--- src/rtl/multicycle_ctrl.sv ---
// Main control FSM for the multi-cycle MIPS datapath. Sequences one
// instruction through fetch/decode/execute/memory/write-back and drives the
// datapath selects and enables as Moore decodes of the current state. The
// only input-dependent outputs are the fetch-complete strobes (gated by
// mem_ready_i), the IMMEX ALUOp (addi vs slti) and the DECODE illegal pulse.
module multicycle_ctrl (
  input  logic       clk_i,
  input  logic       rst_i,
  input  logic [5:0] opcode_i,
  input  logic       mem_ready_i,
  output logic       PCWrite_o,
  output logic       PCWriteCond_o,
  output logic       IorD_o,
  output logic       MemRead_o,
  output logic       MemWrite_o,
  output logic       IRWrite_o,
  output logic       MemtoReg_o,
  output logic       RegDst_o,
  output logic       RegWrite_o,
  output logic       ALUSrcA_o,
  output logic [1:0] ALUSrcB_o,
  output logic [1:0] PCSource_o,
  output logic [3:0] ALUOp_o,
  output logic [3:0] state_o,
  output logic       illegal_o
);

  typedef enum logic [3:0] {
    FETCH  = 4'd0,  DECODE = 4'd1,  MEMADR = 4'd2,  MEMRD  = 4'd3,
    MEMWB  = 4'd4,  MEMWR  = 4'd5,  EXEC   = 4'd6,  ALUWB  = 4'd7,
    BRANCH = 4'd8,  IMMEX  = 4'd9,  IMMWB  = 4'd10, JUMP   = 4'd11
  } state_e;

  localparam logic [5:0] OP_RTYPE = 6'b000000;
  localparam logic [5:0] OP_LW    = 6'b100011;
  localparam logic [5:0] OP_SW    = 6'b101011;
  localparam logic [5:0] OP_BEQ   = 6'b000100;
  localparam logic [5:0] OP_ADDI  = 6'b001000;
  localparam logic [5:0] OP_SLTI  = 6'b001010;
  localparam logic [5:0] OP_J     = 6'b000010;

  localparam logic [3:0] ALU_FUNCT = 4'b0000;
  localparam logic [3:0] ALU_ADD   = 4'b1000;
  localparam logic [3:0] ALU_SUB   = 4'b0100;
  localparam logic [3:0] ALU_SLT   = 4'b1010;

  state_e state_q, state_d;
  logic   illegal_d;

  // State register; reset drops straight back to FETCH without waiting for a clock.
  always_ff @(posedge clk_i or negedge rst_i) begin
    if (!rst_i) state_q <= FETCH;
    else        state_q <= state_d;
  end

  // Next-state logic; mem_ready_i only matters in the three memory-access states.
  always_comb begin
    state_d   = FETCH;
    illegal_d = 1'b0;
    case (state_q)
      FETCH:  state_d = mem_ready_i ? DECODE : FETCH;
      DECODE: begin
        case (opcode_i)
          OP_LW, OP_SW:     state_d = MEMADR;
          OP_RTYPE:         state_d = EXEC;
          OP_BEQ:           state_d = BRANCH;
          OP_ADDI, OP_SLTI: state_d = IMMEX;
          OP_J:             state_d = JUMP;
          default: begin
            state_d   = FETCH;
            illegal_d = 1'b1;
          end
        endcase
      end
      MEMADR: state_d = (opcode_i == OP_LW) ? MEMRD :
                        (opcode_i == OP_SW) ? MEMWR : FETCH;
      MEMRD:  state_d = mem_ready_i ? MEMWB : MEMRD;
      MEMWR:  state_d = mem_ready_i ? FETCH : MEMWR;
      EXEC:   state_d = ALUWB;
      IMMEX:  state_d = IMMWB;
      default: state_d = FETCH;   // write-back, branch, jump and unused codes 12-15
    endcase
  end

  // Output decode; every write enable is additionally gated by rst_i so that
  // asserting reset kills the enables combinationally in the same cycle.
  always_comb begin
    PCWrite_o     = 1'b0;
    PCWriteCond_o = 1'b0;
    IorD_o        = 1'b0;
    MemRead_o     = 1'b0;
    MemWrite_o    = 1'b0;
    IRWrite_o     = 1'b0;
    MemtoReg_o    = 1'b0;
    RegDst_o      = 1'b0;
    RegWrite_o    = 1'b0;
    ALUSrcA_o     = 1'b0;
    ALUSrcB_o     = 2'b00;
    PCSource_o    = 2'b00;
    ALUOp_o       = ALU_FUNCT;
    case (state_q)
      FETCH: begin
        MemRead_o = 1'b1;
        ALUSrcB_o = 2'b01;
        ALUOp_o   = ALU_ADD;
        // one IR/PC load per fetch, on the cycle the memory delivers
        IRWrite_o = mem_ready_i & rst_i;
        PCWrite_o = mem_ready_i & rst_i;
      end
      DECODE: begin
        ALUSrcB_o = 2'b11;
        ALUOp_o   = ALU_ADD;
      end
      MEMADR: begin
        ALUSrcA_o = 1'b1;
        ALUSrcB_o = 2'b10;
        ALUOp_o   = ALU_ADD;
      end
      MEMRD: begin
        MemRead_o = 1'b1;
        IorD_o    = 1'b1;
      end
      MEMWB: begin
        RegWrite_o = rst_i;
        MemtoReg_o = 1'b1;
      end
      MEMWR: begin
        IorD_o     = 1'b1;
        MemWrite_o = rst_i;
      end
      EXEC: ALUSrcA_o = 1'b1;
      ALUWB: begin
        RegWrite_o = rst_i;
        RegDst_o   = 1'b1;
      end
      BRANCH: begin
        ALUSrcA_o     = 1'b1;
        ALUOp_o       = ALU_SUB;
        PCWriteCond_o = rst_i;
        PCSource_o    = 2'b01;
      end
      IMMEX: begin
        ALUSrcA_o = 1'b1;
        ALUSrcB_o = 2'b10;
        ALUOp_o   = (opcode_i == OP_SLTI) ? ALU_SLT : ALU_ADD;
      end
      IMMWB: RegWrite_o = rst_i;
      JUMP: begin
        PCWrite_o  = rst_i;
        PCSource_o = 2'b10;
      end
      default: ;
    endcase
  end

  assign illegal_o = illegal_d & rst_i;
  assign state_o   = state_q;

endmodule

--- config.mk ---
export PLATFORM = sky130hd
export DESIGN_NAME = multicycle_ctrl
export DESIGN_NICKNAME = d
export VERILOG_FILES = /design/src/rtl/multicycle_ctrl.sv
export SDC_FILE = /design/constraint.sdc
export NUM_CORES = 1
export LEC_CHECK = 0
export CAP_MARGIN = 25
export CORE_UTILIZATION = 26
export CTS_CLUSTER_SIZE = 40
export DETAILED_ROUTE_END_ITERATION = 10
export PLACE_DENSITY = 0.55
export SYNTH_ARGS = -nofsm -noshare
export SYNTH_HDL_FRONTEND = slang
export SYNTH_SLANG_ARGS = --single-unit
--- constraint.sdc ---
create_clock -name clk_i -period 2.7 [get_ports clk_i]
set_clock_uncertainty 0.1 [all_clocks]
set_input_delay 0.54 -clock clk_i [delete_from_list [all_inputs] [get_ports clk_i]]
set_output_delay 0.54 -clock clk_i [all_outputs]
set_load 0.1 [all_outputs]
==> impl_metrics.json <==
{
  "final_nets": 118,
  "cts-root-buf": "clkbuf_4",
  "cp.required_ns": 2.06,
  "start_util_pct": 27.7,
  "tightestPinTransition_ns": 0.524,
  "routed_wl_um": 1740,
  "placed_area_um2": 1160,
  "min_path_type": "in2async",
  "fin_area_um2": 1180,
  "hold_buffers": 0,
  "grt_overflow": 0,
  "port_buffers": 30,
  "vias": 701,
  "seq_area_frac_synth_pct": 18.4,
  "cp-end-kind": "output pin",
  "r2r_cells": 4,
  "num_antenna_cells": 0,
  "worst_ep_arrival_time_ns": 1.87,
  "finalCritPeriodShare_pct": 93.1,
  "drive_gt1_share_pct": 43.0,
  "reg2reg_slack_ns": 1.05,
  "cts_setup_buffers": 0,
  "rsz0062_at_grt": "false",
  "largest_register_ffs": 4,
  "yosys_warnings": 0,
  "syn_nets": 87,
  "placed_cells": 131,
  "gp_congestion": 0.800,
  "p_leak_uw": 0.000444,
  "setup_ws_ns": 0.186,
  "die_height_um": 47.7,
  "cp_max_fo": 5,
  "fin_util_pct": 60.3,
  "syn_inst": 78,
  "max_slew_margin_pct": 65.1,
  "grt_pass1_wl_um": 2800,
  "first_pass_iters": 4,
  "finalCriticalPeriod_ns": 2.51,
  "pre_cts_ws_ns": 0.212,
  "status": "completed",
  "ant_nets": 0,
  "gr-usage-all-layers_pct": 17.5,
  "synth.distinct_cells": 32,
  "cp-start-kind": "primary input",
  "reg2reg_to": "state_o[1]",
  "core_area_um2": 1960,
  "drt_iter0_markers": 11,
  "drv_cap": 0,
  "design.die.area_um2": 2280,
  "fp.dieW_um": 47.7,
  "ios": 32,
  "htreeDepth": 1,
  "ctsResizeCount": 0,
  "cts_tree": "yes",
  "rows": 16,
  "post_drt_wl_per_cell_um": 13.0,
  "clk_pin_slew_ns": 0.05,
  "stdcell_count": 134,
  "setup_violations": 0,
  "final_common_cell": "buf_12",
  "syn_to_final_growth_pct": 118,
  "synth_area_um2": 543,
  "reg2reg_from": "state_o[1]",
  "drt-vias-per-instance": 5.23,
  "dp_hpwl_um": 1320,
  "fin_hold_ws_ns": 0.497,
  "grt_pass1_vias": 635,
  "clock_sinks": 4,
  "grt_max_degree": 21,
  "synth_seq_cells": 4,
  "cts_buffers": 3,
  "fmax_mhz": 398,
  "irDropWorstVdd_uv": 364,
  "antenna_found_initial": 0,
  "clk_latency_ns": 0.25,
  "drv_slew": 0,
  "power.density_nw_per_um2": 419,
  "critical_path_class": "in2out",
  "clockBufferDepth": 2,
  "layout_common_cells": "17 x buf_12, 9 x nor2_1, 8 x clkdlybuf4s50_1",
  "hold_viol_final": 0,
  "synth_area_per_cell_um2": 6.96,
  "drc": 0
}
-- logic make-up (layout without fill, tap and decap cells) --
kind of cell	count (synthesis)	after routing	synth area share, %
AND/OR/NAND/NOR	47	47	49.8
AO/OA/AOI/OAI	16	16	20.5
other	1	1	0.691
buffers and inverters	8	37	7.14
flip-flops	4	4	18.4
multiplexers	1	1	1.84
XOR/XNOR	1	1	1.61
-- layer usage --
metal / part of all wire, % / GRT usage, % / up-vias
li1: - / - / 346
met1: 46 / 23.2 / 317
met2: 47 / 27.3 / 34
met3: 6.0 / 1.89 / 4
met4: 1.6 / 10.0 / 0
met5: 0 / 0 / -
-- power by group --
| part | total, uW | switching, uW | internal [uW] |
|---|---|---|---|
| sequential | 93.1 | 26.3 | 66.8 |
| combinational | 324 | 216 | 108 |
| clock | 79.6 | 29.6 | 50.1 |
-- cell usage after synthesis, drive strengths merged --
| library cell | count | area (um^2) |
|---|---|---|
| xnor2 | 1 | 8.76 |
| a31oi | 1 | 6.26 |
| nor2 | 10 | 37.5 |
| nand3b | 2 | 15.0 |
| clkbuf | 1 | 3.75 |
| nor3b | 4 | 30.0 |
| o21a | 1 | 7.51 |
| nor2b | 3 | 18.8 |
| nand4 | 1 | 6.26 |
| and3 | 2 | 12.5 |
| and4 | 2 | 17.5 |
| a21o | 2 | 15.0 |
| a32oi | 1 | 8.76 |
| inv | 2 | 7.51 |
| o32ai | 1 | 8.76 |
| nor4 | 2 | 12.5 |
| nand2 | 4 | 15.0 |
| dfrtp | 4 | 100 |
| a221oi | 2 | 17.5 |
| o21ai | 4 | 20.0 |
| mux2i | 1 | 10.0 |
| nand2b | 5 | 31.3 |
| conb | 1 | 3.75 |
| buf | 5 | 27.5 |
| nor3 | 9 | 55.1 |
| or3 | 2 | 12.5 |
| and2 | 1 | 6.26 |
| a21oi | 1 | 5.00 |
| o211ai | 3 | 22.5 |
-- final cells by class --
type / count / area (um^2)
Fill cell: 179 / 778
Multi-Input combinational cell: 66 / 532
Timing Repair Buffer: 32 / 473
Sequential cell: 4 / 115
Tap cell: 27 / 33.8
Clock buffer: 3 / 22.5
Inverter: 2 / 7.51
-- worst max path at each step --
stage,slack [ns],start,to
final,0.19,opcode_i[2],illegal_o
after global routing,0.09,opcode_i[2],illegal_o
after CTS,0.19,opcode_i[2],illegal_o
after detailed placement,0.21,opcode_i[2],illegal_o
after global placement,0.22,opcode_i[5],ALUOp_o[1]
after floorplan,-0.38,state_o[1],ALUSrcB_o[1]
-- critical path, cell delays in order --
cell,delay [ns]
clkdlybuf4s50_1,0.51
nor2_1,0.05
and4_1,0.25
a21oi_1,0.12
and3_1,0.22
buf_12,0.18
-- stage by stage --
| stage | TNS, ns | total power, uW |
|---|---|---|
| 5_1_grt | 0 | 517 |
| 6_report | 0 | 496 |
| 4_1_cts | 0 | 499 |
| 3_5_place_dp | 0 | 419 |
| 2_1_floorplan | -1.14 | 316 |
| 3_3_place_gp | 0 | 419 |
Power figures use the tool's default switching activity.
